### src/rtl/reg_bus_arbiter.sv
// Two-master round-robin arbiter for the register bus; one transaction in flight at a time.
// Define REG_ARB_TIMEOUT_EN to abort reads the slave never answers.
module reg_bus_arbiter #(
   parameter int                ADDR_W       = 16,
   parameter int                DATA_W       = 32,
   parameter int                TIMEOUT      = 255,
   parameter logic [DATA_W-1:0] TIMEOUT_DATA = 32'hDEAD_BEEF
) (
   input  logic                  clk,
   input  logic                  rstb,
   input  logic                  m0_wr_en,
   input  logic                  m0_rd_en,
   input  logic [DATA_W/8-1:0]   m0_be,
   input  logic [ADDR_W-1:0]     m0_addr,
   input  logic [DATA_W-1:0]     m0_wdata,
   output logic                  m0_ready,
   output logic [DATA_W-1:0]     m0_rdata,
   output logic                  m0_rd_rdy,
   output logic                  m0_drop,
   input  logic                  m1_wr_en,
   input  logic                  m1_rd_en,
   input  logic [DATA_W/8-1:0]   m1_be,
   input  logic [ADDR_W-1:0]     m1_addr,
   input  logic [DATA_W-1:0]     m1_wdata,
   output logic                  m1_ready,
   output logic [DATA_W-1:0]     m1_rdata,
   output logic                  m1_rd_rdy,
   output logic                  m1_drop,
   output logic                  bus_wr_en,
   output logic                  bus_rd_en,
   output logic [DATA_W/8-1:0]   bus_be,
   output logic [ADDR_W-1:0]     bus_addr,
   output logic [DATA_W-1:0]     bus_wdata,
   input  logic [DATA_W-1:0]     bus_rdata,
   input  logic                  bus_rd_rdy,
   output logic                  rd_err
);

   localparam int BE_W = DATA_W / 8;

   typedef enum logic [1:0] {
      ST_IDLE    = 2'd0,
      ST_WR      = 2'd1,
      ST_RD_WAIT = 2'd2
   } state_t;

   state_t                    state_q, state_d;
   logic                      owner_q, owner_d;
   logic                      last_grant_q, last_grant_d;
   logic                      grant_s;
   logic [1:0]                slot_valid_q, slot_valid_d;
   logic [1:0]                slot_wr_q, slot_wr_d;
   logic [1:0][BE_W-1:0]      slot_be_q, slot_be_d;
   logic [1:0][ADDR_W-1:0]    slot_addr_q, slot_addr_d;
   logic [1:0][DATA_W-1:0]    slot_wdata_q, slot_wdata_d;
   logic [1:0]                ready_q, ready_d;
   logic [1:0]                drop_q, drop_d;
   logic [1:0]                rd_rdy_q, rd_rdy_d;
   logic [1:0][DATA_W-1:0]    rdata_q, rdata_d;
   logic                      bus_wr_en_q, bus_wr_en_d;
   logic                      bus_rd_en_q, bus_rd_en_d;
   logic [BE_W-1:0]           bus_be_q, bus_be_d;
   logic [ADDR_W-1:0]         bus_addr_q, bus_addr_d;
   logic [DATA_W-1:0]         bus_wdata_q, bus_wdata_d;

   logic [1:0]                req_wr_s, req_rd_s;
   logic [1:0][BE_W-1:0]      req_be_s;
   logic [1:0][ADDR_W-1:0]    req_addr_s;
   logic [1:0][DATA_W-1:0]    req_wdata_s;

`ifdef REG_ARB_TIMEOUT_EN
   localparam int CNT_W = $clog2(TIMEOUT + 1);
   logic [CNT_W-1:0]          cnt_q, cnt_d;
   logic                      rd_err_q, rd_err_d;
   assign rd_err = rd_err_q;
`else
   logic                      unused_cfg_s;
   assign unused_cfg_s = ^{TIMEOUT_DATA, TIMEOUT};
   assign rd_err       = 1'b0;
`endif

   assign req_wr_s    = {m1_wr_en, m0_wr_en};
   assign req_rd_s    = {m1_rd_en, m0_rd_en};
   assign req_be_s    = {m1_be, m0_be};
   assign req_addr_s  = {m1_addr, m0_addr};
   assign req_wdata_s = {m1_wdata, m0_wdata};

   // Next-state logic: grant/issue, read completion, request capture and drop detection.
   always_comb begin
      state_d      = state_q;
      owner_d      = owner_q;
      last_grant_d = last_grant_q;
      grant_s      = 1'b0;
      slot_valid_d = slot_valid_q;
      slot_wr_d    = slot_wr_q;
      slot_be_d    = slot_be_q;
      slot_addr_d  = slot_addr_q;
      slot_wdata_d = slot_wdata_q;
      drop_d       = 2'b00;
      rd_rdy_d     = 2'b00;
      rdata_d      = rdata_q;
      bus_wr_en_d  = 1'b0;
      bus_rd_en_d  = 1'b0;
      bus_be_d     = bus_be_q;
      bus_addr_d   = bus_addr_q;
      bus_wdata_d  = bus_wdata_q;
`ifdef REG_ARB_TIMEOUT_EN
      cnt_d        = cnt_q;
      rd_err_d     = 1'b0;
`endif

      case (state_q)
         ST_IDLE: begin
            if (slot_valid_q != 2'b00) begin
               // On a tie the master that did not win last time goes first.
               if (slot_valid_q == 2'b11) begin
                  grant_s = ~last_grant_q;
               end else begin
                  grant_s = slot_valid_q[1];
               end
               owner_d               = grant_s;
               last_grant_d          = grant_s;
               slot_valid_d[grant_s] = 1'b0;
               bus_be_d              = slot_be_q[grant_s];
               bus_addr_d            = slot_addr_q[grant_s];
               bus_wdata_d           = slot_wdata_q[grant_s];
               if (slot_wr_q[grant_s]) begin
                  bus_wr_en_d = 1'b1;
                  state_d     = ST_WR;
               end else begin
                  bus_rd_en_d = 1'b1;
                  state_d     = ST_RD_WAIT;
`ifdef REG_ARB_TIMEOUT_EN
                  cnt_d       = {CNT_W{1'b0}};
`endif
               end
            end else begin
               state_d = ST_IDLE;
            end
         end
         ST_WR: begin
            state_d = ST_IDLE;
         end
         ST_RD_WAIT: begin
            if (bus_rd_rdy) begin
               rdata_d[owner_q]  = bus_rdata;
               rd_rdy_d[owner_q] = 1'b1;
               state_d           = ST_IDLE;
            end
`ifdef REG_ARB_TIMEOUT_EN
            else if (cnt_q == CNT_W'(TIMEOUT - 1)) begin
               rdata_d[owner_q]  = TIMEOUT_DATA;
               rd_rdy_d[owner_q] = 1'b1;
               rd_err_d          = 1'b1;
               state_d           = ST_IDLE;
            end else begin
               cnt_d = cnt_q + CNT_W'(1);
            end
`else
            else begin
               state_d = ST_RD_WAIT;
            end
`endif
         end
         default: begin
            state_d = ST_IDLE;
         end
      endcase

      // Ready is judged on the registered value, so a slot freed this edge still drops.
      for (int n = 0; n < 2; n++) begin
         if (req_wr_s[n] || req_rd_s[n]) begin
            if (ready_q[n]) begin
               slot_valid_d[n] = 1'b1;
               slot_wr_d[n]    = req_wr_s[n];
               slot_be_d[n]    = req_be_s[n];
               slot_addr_d[n]  = req_addr_s[n];
               slot_wdata_d[n] = req_wdata_s[n];
            end else begin
               drop_d[n] = 1'b1;
            end
         end else begin
            drop_d[n] = 1'b0;
         end
      end

      ready_d[0] = ~slot_valid_d[0] & ~((state_d != ST_IDLE) & ~owner_d);
      ready_d[1] = ~slot_valid_d[1] & ~((state_d != ST_IDLE) & owner_d);
   end

   // State and output registers.
   always_ff @(posedge clk or negedge rstb) begin
      if (!rstb) begin
         state_q      <= ST_IDLE;
         owner_q      <= 1'b0;
         last_grant_q <= 1'b1;
         slot_valid_q <= 2'b00;
         slot_wr_q    <= 2'b00;
         slot_be_q    <= {(2*BE_W){1'b0}};
         slot_addr_q  <= {(2*ADDR_W){1'b0}};
         slot_wdata_q <= {(2*DATA_W){1'b0}};
         ready_q      <= 2'b11;
         drop_q       <= 2'b00;
         rd_rdy_q     <= 2'b00;
         rdata_q      <= {(2*DATA_W){1'b0}};
         bus_wr_en_q  <= 1'b0;
         bus_rd_en_q  <= 1'b0;
         bus_be_q     <= {BE_W{1'b0}};
         bus_addr_q   <= {ADDR_W{1'b0}};
         bus_wdata_q  <= {DATA_W{1'b0}};
`ifdef REG_ARB_TIMEOUT_EN
         cnt_q        <= {CNT_W{1'b0}};
         rd_err_q     <= 1'b0;
`endif
      end else begin
         state_q      <= state_d;
         owner_q      <= owner_d;
         last_grant_q <= last_grant_d;
         slot_valid_q <= slot_valid_d;
         slot_wr_q    <= slot_wr_d;
         slot_be_q    <= slot_be_d;
         slot_addr_q  <= slot_addr_d;
         slot_wdata_q <= slot_wdata_d;
         ready_q      <= ready_d;
         drop_q       <= drop_d;
         rd_rdy_q     <= rd_rdy_d;
         rdata_q      <= rdata_d;
         bus_wr_en_q  <= bus_wr_en_d;
         bus_rd_en_q  <= bus_rd_en_d;
         bus_be_q     <= bus_be_d;
         bus_addr_q   <= bus_addr_d;
         bus_wdata_q  <= bus_wdata_d;
`ifdef REG_ARB_TIMEOUT_EN
         cnt_q        <= cnt_d;
         rd_err_q     <= rd_err_d;
`endif
      end
   end

   assign m0_ready  = ready_q[0];
   assign m1_ready  = ready_q[1];
   assign m0_drop   = drop_q[0];
   assign m1_drop   = drop_q[1];
   assign m0_rd_rdy = rd_rdy_q[0];
   assign m1_rd_rdy = rd_rdy_q[1];
   assign m0_rdata  = rdata_q[0];
   assign m1_rdata  = rdata_q[1];
   assign bus_wr_en = bus_wr_en_q;
   assign bus_rd_en = bus_rd_en_q;
   assign bus_be    = bus_be_q;
   assign bus_addr  = bus_addr_q;
   assign bus_wdata = bus_wdata_q;

endmodule

### config.mk
export PLATFORM = sky130hd
export DESIGN_NAME = reg_bus_arbiter
export DESIGN_NICKNAME = d
export VERILOG_FILES = /design/src/rtl/reg_bus_arbiter.sv
export SDC_FILE = /design/constraint.sdc
export NUM_CORES = 1
export LEC_CHECK = 0
export BUFFER_PORTS_ARGS = -buffer_cell sky130_fd_sc_hd__buf_2
export CAP_MARGIN = 20
export CORE_MARGIN = 4
export CORE_UTILIZATION = 30
export CTS_CLUSTER_DIAMETER = 100
export DETAILED_ROUTE_END_ITERATION = 6
export PLACE_DENSITY = 0.6
export SETUP_SLACK_MARGIN = 0.4
export SYNTH_ARGS = -nofsm -noshare
export SYNTH_HDL_FRONTEND = slang
export SYNTH_SLANG_ARGS = --single-unit
### constraint.sdc
create_clock -name clk -period 3.75 [get_ports clk]
set_input_delay 0.75 -clock clk [delete_from_list [all_inputs] [get_ports clk]]
set_output_delay 0.75 -clock clk [all_outputs]
set_load 0.05 [all_outputs]
==> results.toml <==
[outcome]
status = "finished clean"

[die]
rows = 65
io_pins = 268
fp.dieArea_sq_um = 35600
initial_core_util_pct = 30.7
die_y_um = 189
coreArea_sq_um = 31900
die_w_um = 189

[routing]
dr_wl_met2_um = 10400
ant_nets = 0
routed_wl_um = 22700
met1Wirelength_um = 10000
drc = 0
dr_wl_met3_um = 1530
viasPerCell = 4.34
first_pass_iters = 6
wl_per_cell_um = 17.2
vias = 5704
highest-signal-layer = "met5"
drt_iter0_markers = 177

[hold_path]
hold_class = "input pin to async pin"

[cts]
htreeDepth = 1
clk_latency_ns = 0.53
numCtsBuffers = 27
clockRootBuffer = "clkbuf_16"
cts_tree = "built"
cts_hold_buf = 0
cts_sinks = 236
clk_path_buf_depth = 3
cts.clk_slew.worst_paths_ns = 0.06
cts_setup_buffers = 0
cts_resized = 0

[logic_synthesis]
yosys_warnings = 0
synth_cells = 579
synth_nets = 722
seq_area_frac_synth_pct = 60.3
syn-cell-area_sq_um = 9800
synth_edf_count = 0
syn_area_per_cell_sq_um = 16.9
synthArstFlopShare_pct = 100
synth-seq-cells = 236
synth_flop_cell = "dfrtp_1"
ys_types = 32

[timing]
final.setup.tns_ns = 0
tightest_slew_ns = 0.870
min_period_ns = 2.25
hold_ws_ns = 0.199
setup_violations = 0
fmax_mhz = 444
rsz0062_at_grt = "no"
hold_viol = 0
maxSlewViolCount = 0
skew_ns = 0.0121
slew_headroom_pct = 42.0
fin_crit_sh_pct = 60.0
worst_slack_ns = 1.50

[grt]
grt_pass1_vias = 6202
grt_max_degree = 93
antenna_found_initial = 6
grt_pass1_wl_um = 35800
grt.total_usage_pct = 12.5
grt_overflow = 0

[layout]
area_growth_pct = 29.4
drive_gt1_share_pct = 69.4
final_nets = 999
final.fill_count = 3053
layout_commonest_cell = "buf_2"
final_cell_mix = "buf_2 (265), dfrtp_1 (233), mux2_2 (180)"

[critical_path]
start_kind = "register"
path_max_fanout = 37
cpPeakStageDelay_ns = 0.67
cp_cell_sequence = "nor2_1, o21a_4, buf_4, mux2_4"
cp.required_ns = 4.16
critPathSlowestCell = "o21a_4"
crit_arrival_ns = 2.66
r2r_start = "state_q[0]$_DFF_PN0_"
critPathKind = "register to register"
end_kind = "register"
crit_start = "state_q[0]$_DFF_PN0_"

[placement]
portBuffers = 266
post-place-ws_ns = 1.34
gp_congestion = 0.741
dp_hpwl_um = 15400

[run]
cap_viol_max_count = 0
[cell usage after synthesis (all sizes together), types with 2 or more instances]
master | count | share of area [%]
a21boi | 3 | 0.27
buf | 31 | 2.5
dfrtp | 233 | 59
dfstp | 3 | 0.80
inv | 3 | 0.11
mux2 | 272 | 35
nand2 | 7 | 0.27
nor2 | 6 | 0.23
nor2b | 2 | 0.13
nor3 | 2 | 0.10
o21ai | 2 | 0.14
or3b | 2 | 0.18
[per-layer routing]
| layer | vias up | GRT usage (%) |
|---|---|---|
| met4 | 6 | 3.95 |
| met2 | 174 | 19.7 |
| met3 | 50 | 3.71 |
| met1 | 2845 | 16.6 |
| li1 | 2629 | - |
| met5 | - | 0 |
[layout make-up]
type	count	area (sq um)	share of cell area (%)
Clock buffer	39	811	6.39
Antenna cell	2	5.00	0.0395
Tap cell	435	544	4.29
Clock inverter	11	264	2.08
Inverter	3	11.3	0.0888
Sequential cell	236	5910	46.6
Timing Repair Buffer	279	1450	11.4
Multi-Input combinational cell	309	3690	29.1
[critical path: cells and delay by family, from the launching register on]
family / cells / cell delay, ns
multiplexers: 1 / 0.32
buffers and inverters: 1 / 0.38
AO/OA/AOI/OAI: 1 / 0.67
AND/OR/NAND/NOR: 1 / 0.28
flip-flops: 1 / 0.46
[registers in the layout, summed over array words and instances (netlist names)]
register      count
slot_valid_q      2
bus_rd_en         1
slot_wr_q         2
m1_rdata         32
bus_be            4
rd_rdy_q          2
m0_rdata         32
bus_wr_en         1
slot_be_q         8
drop_q            2
ready_q           2
last_grant_q      1
slot_wdata_q     64
bus_addr         16
state_q           2
bus_wdata        32
slot_addr_q      32
owner_q           1
[worst paths after layout]
| kind | endpoint | slack [ns] | depth (start not counted) |
|---|---|---|---|
| max in group asynchronous | last_grant_q$_DFFE_PN1P_ | 2.56 | 2 |
| max | bus_wdata[14]$_DFFE_PN0P_ | 1.50 | 4 |
| max reg2reg | bus_wdata[14]$_DFFE_PN0P_ | 1.50 | 4 |
| min | slot_wdata_q[50]$_DFFE_PN0P_ | 0.20 | 1 |
| min reg2reg | slot_wr_q[0]$_DFFE_PN0P_ | 0.47 | 2 |
| min in group clk | slot_addr_q[31]$_DFFE_PN0P_ | 0.44 | 2 |
[logic make-up (layout without fill, tap and decap cells)]
logic type | Yosys count | count (layout) | synth area share, %
muxes | 273 | 273 | 34.9
DFF | 236 | 236 | 60.3
buffers and inverters | 34 | 332 | 2.62
and+or+nand+nor | 22 | 22 | 1.16
AOI/OAI and AO/OA | 13 | 13 | 1.03
other | 1 | 3 | 0.0383
[through the flow]
stage / util [%] / instance area, sq um / cells
after floorplan: - / 9800 / 579
after global placement: 36.4 / 11600 / 1262
after detailed placement: 36.4 / 11600 / 1262
after CTS: 39.8 / 12700 / 1312
after global routing: 39.8 / 12700 / 1314
final: 39.8 / 12700 / 1314
Power is not shown: default switching activity piles up to over one toggle a cycle in this logic, so the estimate is an artifact.
